--- src/rtl/fetch_unit.sv ---
// Instruction-fetch stage: PC register, internal instruction memory and the
// registered IF_ID pipeline register with stall, branch squash and HLT handling.
//
// state   | meaning
// S_RUN   | fetching one instruction per cycle, pc advances
// S_HALTED| HLT retired; pc frozen, bubbles emitted until branch or reset
module fetch_unit #(
  parameter int          ADDR_W   = 6,
  parameter logic [31:0] RESET_PC = 32'h0,
  parameter logic [31:0] NOP_WORD = 32'h38000000
) (
  input  logic              clock,
  input  logic              reset,
  input  logic              stall,
  input  logic              br_taken,
  input  logic [31:0]       br_target,
  input  logic              imem_we,
  input  logic [ADDR_W-1:0] imem_addr,
  input  logic [31:0]       imem_wdata,
  output logic [63:0]       IF_ID,
  output logic              if_valid,
  output logic              halted,
  output logic [31:0]       pc_out
);

  localparam int         DEPTH    = 1 << ADDR_W;
  localparam logic [5:0] OP_HLT   = 6'b001101;
  localparam logic [0:0] S_RUN    = 1'b0;
  localparam logic [0:0] S_HALTED = 1'b1;

  logic [31:0] imem [DEPTH];

  logic [31:0] pc_q, pc_d;
  logic [63:0] if_id_q, if_id_d;
  logic        valid_q, valid_d;
  logic [0:0]  state_q, state_d;

  logic [ADDR_W-1:0] fetch_idx;
  logic [31:0]       fetch_word;

  // Program-load port is deliberately outside the reset domain so a program
  // can be loaded while the core is held in reset.
  always_ff @(posedge clock) begin
    if (imem_we) begin
      imem[imem_addr] <= imem_wdata;
    end
  end

  assign fetch_idx  = pc_q[ADDR_W-1:0];
  assign fetch_word = imem[fetch_idx];

  always_comb begin
    pc_d    = pc_q;
    if_id_d = if_id_q;
    valid_d = valid_q;
    state_d = state_q;
    if (br_taken) begin
      pc_d    = br_target;
      if_id_d = {pc_q, NOP_WORD};
      valid_d = 1'b0;
      state_d = S_RUN;
    end else if (stall) begin
      pc_d    = pc_q;
    end else if (state_q == S_RUN) begin
      if_id_d = {pc_q, fetch_word};
      valid_d = 1'b1;
      if (fetch_word[31:26] == OP_HLT) begin
        state_d = S_HALTED;
      end else begin
        pc_d = pc_q + 32'd1;
      end
    end else begin
      if_id_d = {pc_q, NOP_WORD};
      valid_d = 1'b0;
    end
  end

  always_ff @(posedge clock) begin
    if (reset) begin
      pc_q    <= RESET_PC;
      if_id_q <= {32'h0, NOP_WORD};
      valid_q <= 1'b0;
      state_q <= S_RUN;
    end else begin
      pc_q    <= pc_d;
      if_id_q <= if_id_d;
      valid_q <= valid_d;
      state_q <= state_d;
    end
  end

  assign IF_ID    = if_id_q;
  assign if_valid = valid_q;
  assign halted   = (state_q == S_HALTED);
  assign pc_out   = pc_q;

endmodule

--- config.mk ---
export PLATFORM = sky130hd
export DESIGN_NAME = fetch_unit
export DESIGN_NICKNAME = d
export VERILOG_FILES = /design/src/rtl/fetch_unit.sv
export SDC_FILE = /design/constraint.sdc
export NUM_CORES = 2
export LEC_CHECK = 0
export BUFFER_PORTS_ARGS = -buffer_cell sky130_fd_sc_hd__clkbuf_2
export CAP_MARGIN = 20
export CELL_PAD_IN_SITES_DETAIL_PLACEMENT = 1
export CELL_PAD_IN_SITES_GLOBAL_PLACEMENT = 1
export CORE_MARGIN = 1.5
export CORE_UTILIZATION = 45
export CTS_CLUSTER_DIAMETER = 100
export DETAILED_ROUTE_END_ITERATION = 10
export GPL_TIMING_DRIVEN = 1
export PLACE_DENSITY = 0.68
export SETUP_SLACK_MARGIN = 0.4
export SYNTH_ARGS = -nofsm -noshare
export SYNTH_HDL_FRONTEND = slang
export SYNTH_SLANG_ARGS = --single-unit
--- constraint.sdc ---
create_clock -name clock -period 11.5 [get_ports clock]
set_input_delay 3.45 -clock clock [delete_from_list [all_inputs] [get_ports clock]]
set_output_delay 3.45 -clock clock [all_outputs]
set_load 0.005 [all_outputs]
==> run_results.csv <==
group,metric,value,unit
synth,syn_avg_cell_area,22.70,um^2
worst_setup_path,start_kind,"flop",
route,via_per_inst,6.124,
grt,use_met2,40.15,%
synth,synth_top_cell_by_area,"edfxtp_1",
finish,fin_nets,4021,
placement,io_buffers,172,
synth,syn_area,82500,um^2
grt,grt_pass1_wl,316300,um
grt,grt_pass1_vias,41200,
timing,hold_viol,0,
placement,placed_area,87170,um^2
clocking,cts_resized,0,
timing,fin_crit_sh,48.58,%
clocking,postCtsSetupRepairBufs,0,
synth,netlist_instances,3634,
power,irDropWorstVdd,0.1277,mV
worst_setup_path,crit_type,"flop to flop",
synth,ys_async_sr_fraction,0,%
power,p_int,13.01,mW
clocking,clock-root-buffer,"clkbuf_16",
synth,synth-seq-area-share,77.07,%
floorplan,initial_core_util,45.45,%
timing,slew_headroom,24.24,%
grt,grt_max_degree,101,
power,seq_power_share,51.8,%
synth,synth_edf_count,2048,
grt,grt_overflow_total,0,
clocking,cts_max_path_buffers,3,
route,finalWirelength,221400,um
grt,grt.total_usage,24.10,%
floorplan,rows,156,
power,clkPwrFrac,41.1,%
clocking,clk_latency,0.88,ns
hold_path,min_path_type,"flop to flop",
clocking,htreeDepth,4,
synth,synth_nets,3710,
synth,synth.most_common_cell,"edfxtp_1",
route,drt_pass1_iterations,7,
timing,slew_viol_final,0,
synth,synth_common_cells,"2048 x edfxtp_1, 633 x mux4_2, 135 x nor2_1",
power,p_leak,29.01,nW
route,wl_per_cell,34.05,um
timing,fmax,179.0,MHz
status,outcome,"finished, final reports clean",
worst_setup_path,rrSetupSlack,5.91,ns
floorplan,pin_count,173,
floorplan,die_x,431.2,um
timing,period_needed,5.587,ns
clocking,holdBufCountCts,0,
worst_setup_path,r2r-end,"pc_out[10]",
placement,dp.final_hpwl,128300,um
clocking,cts_tree,"yes",
synth,synth_top_area_share,74.55,%
synth,ys_ff_latch,2152,
power,swShare,22.63,%
route,drc,0,
route,drt_iter0_drc,4633,
worst_setup_path,cp.arrival,6.30,ns
clocking,clk_pin_slew,0.06,ns
synth,synth_cell_types,57,
route,drtAntennaViolNets,0,
timing,setup_viol,0,
floorplan,die_y,431.2,um
worst_setup_path,crit_end,"pc_out[10]",
clocking,cts_buffers,215,
finish,final_cell_area,94290,um^2
grt,antenna_found_initial,10,
timing,tns,0,ns
finish,area_delta_synth_final,14.30,%
timing,whs,0.4521,ns
timing,worstMarginPinSlew,1.134,ns
finish,layout-drive-gt1-share,32.17,%
run,cap_violations,0,
timing,finalClockSkew,0.04921,ns
power,p_comb_share,7.1,%
synth,synth_area_leaders,"edfxtp_1 75%, mux4_2 17%, dfxtp_1 2.5%, nor2_1 0.61%, nand2_1 0.56%",
route,vias,39820,
floorplan,core_region_area,181500,um^2
power,pwr_density_cell,178.4,nW/um^2
synth,yosysWarnings,0,
placement,place_congestion,0.7862,
grt,grt_use_met3,3.871,%
worst_setup_path,critPathMaxFanout,81,
grt,top_usage_layer,"met2",
clocking,cts_num_sinks,2152,
grt,grt_use_met1,33.10,%
worst_setup_path,setup.worst_path.end_class,"flop",
power,p_sw,3.805,mW
finish,fin_util,51.95,%
worst_setup_path,reg2regPathDepth,12,
synth,synth_top_flop_cell,"edfxtp_1",
floorplan,fp.dieArea,185900,um^2
worst_setup_path,cp.required,12.21,ns
timing,rsz0062_at_grt,"no",
==> registers in the layout, summed over array words and instances, names as in the netlist, named ones only <==
register	flops
imem	2048
pc_out	32
IF_ID	64
if_valid	1
halted	1
==> critical path, cell delays in order (launching register included) <==
cell and delay (ns):
dfxtp_4 0.89, buf_12 0.49, buf_12 0.59, mux4_2 0.60, mux2i_1 0.25, mux2i_1 0.17
a32o_1 0.26, a221oi_2 0.38, and3_1 0.23, buf_4 0.28, nand2_1 0.30, and4_1 0.28
o311a_1 0.33
==> metrics by stage <==
stage	cells	worst slack, ns	total power [mW]
2_1_floorplan	3634	4.712	9.544
3_3_place_gp	6072	5.411	10.06
3_5_place_dp	6091	5.368	10.09
4_1_cts	6491	5.819	16.94
5_1_grt	6499	5.517	17.25
6_report	6502	5.913	16.82
==> worst min-delay path by stage <==
stage,start,endpoint,depth (start not counted)
after floorplan,IF_ID[63],IF_ID[63],2
after global routing,IF_ID[45],IF_ID[45],2
final,IF_ID[45],IF_ID[45],2
after detailed placement,IF_ID[45],IF_ID[45],2
after CTS,IF_ID[45],IF_ID[45],2
after global placement,IF_ID[62],IF_ID[62],2
==> layout by cell type (no fill, tap or decap), types with 6 or more instances in the layout <==
cell and instances:
dfxtp_1 98, buf_16 16, o21ai_0 7, nor2b_1 26, and4_1 7, clkinv_16 7, buf_4 98, clkinv_1 57
dfxtp_4 6, or3_1 6, clkbuf_2 169, a2111oi_0 6, nand3_1 27, clkinvlp_4 9, a311oi_1 6, a22oi_1 35
nor2_4 63, clkbuf_1 42, nand2_1 123, nand2b_1 12, a211oi_1 30, mux2_2 6, xnor2_1 12, mux4_2 633
buf_12 15, clkinv_2 38, o311a_1 6, inv_1 18, a21oi_1 55, and3_1 10, nand4_1 8, a31oi_1 18
nor2_1 71, clkbuf_16 216, mux2i_1 30, edfxtp_1 2048, bufinv_16 18
==> area by class of cell <==
| cell class | instances | area, um^2 |
|---|---|---|
| Antenna cell | 4 | 10.01 |
| Sequential cell | 2152 | 63600 |
| Fill cell | 15710 | 87230 |
| Timing Repair Buffer | 303 | 2347 |
| Tap cell | 2370 | 2965 |
| Clock buffer | 260 | 5590 |
| Clock inverter | 140 | 1359 |
| Inverter | 19 | 72.57 |
| Multi-Input combinational cell | 1254 | 18350 |
==> power by group through the flow <==
stage / Clock, mW / Sequential, mW / Combinational [mW]
global placement: 0 / 8.87 / 1.19
CTS: 7.01 / 8.71 / 1.21
global route: 7.28 / 8.72 / 1.26
detailed placement: 0 / 8.88 / 1.21
floorplan: 0 / 8.84 / 0.706
finish: 6.91 / 8.71 / 1.20
==> routing by layer <==
layer  share of wire, %  routed length, um  vias to the layer above
li1                   -                  -                    16040
met1                 40              89090                    21770
met2                 50             111200                     1711
met3                6.8              15140                      291
met4                2.7               5949                        4
met5              0.012                 27                        -
==> logic make-up after synthesis <==
family                     after synthesis  synth area share [%]
DFF                                   2152                 77.07
muxes                                  670                 17.74
and+or+nand+nor                        378                 2.081
buffers and inverters                  228                 1.286
AOI/OAI and AO/OA                      193                 1.677
xor gates and xnor gates                12                0.1274
adders and majority gates                1               0.01516
Note: power is estimated with default switching activity, not from simulation.
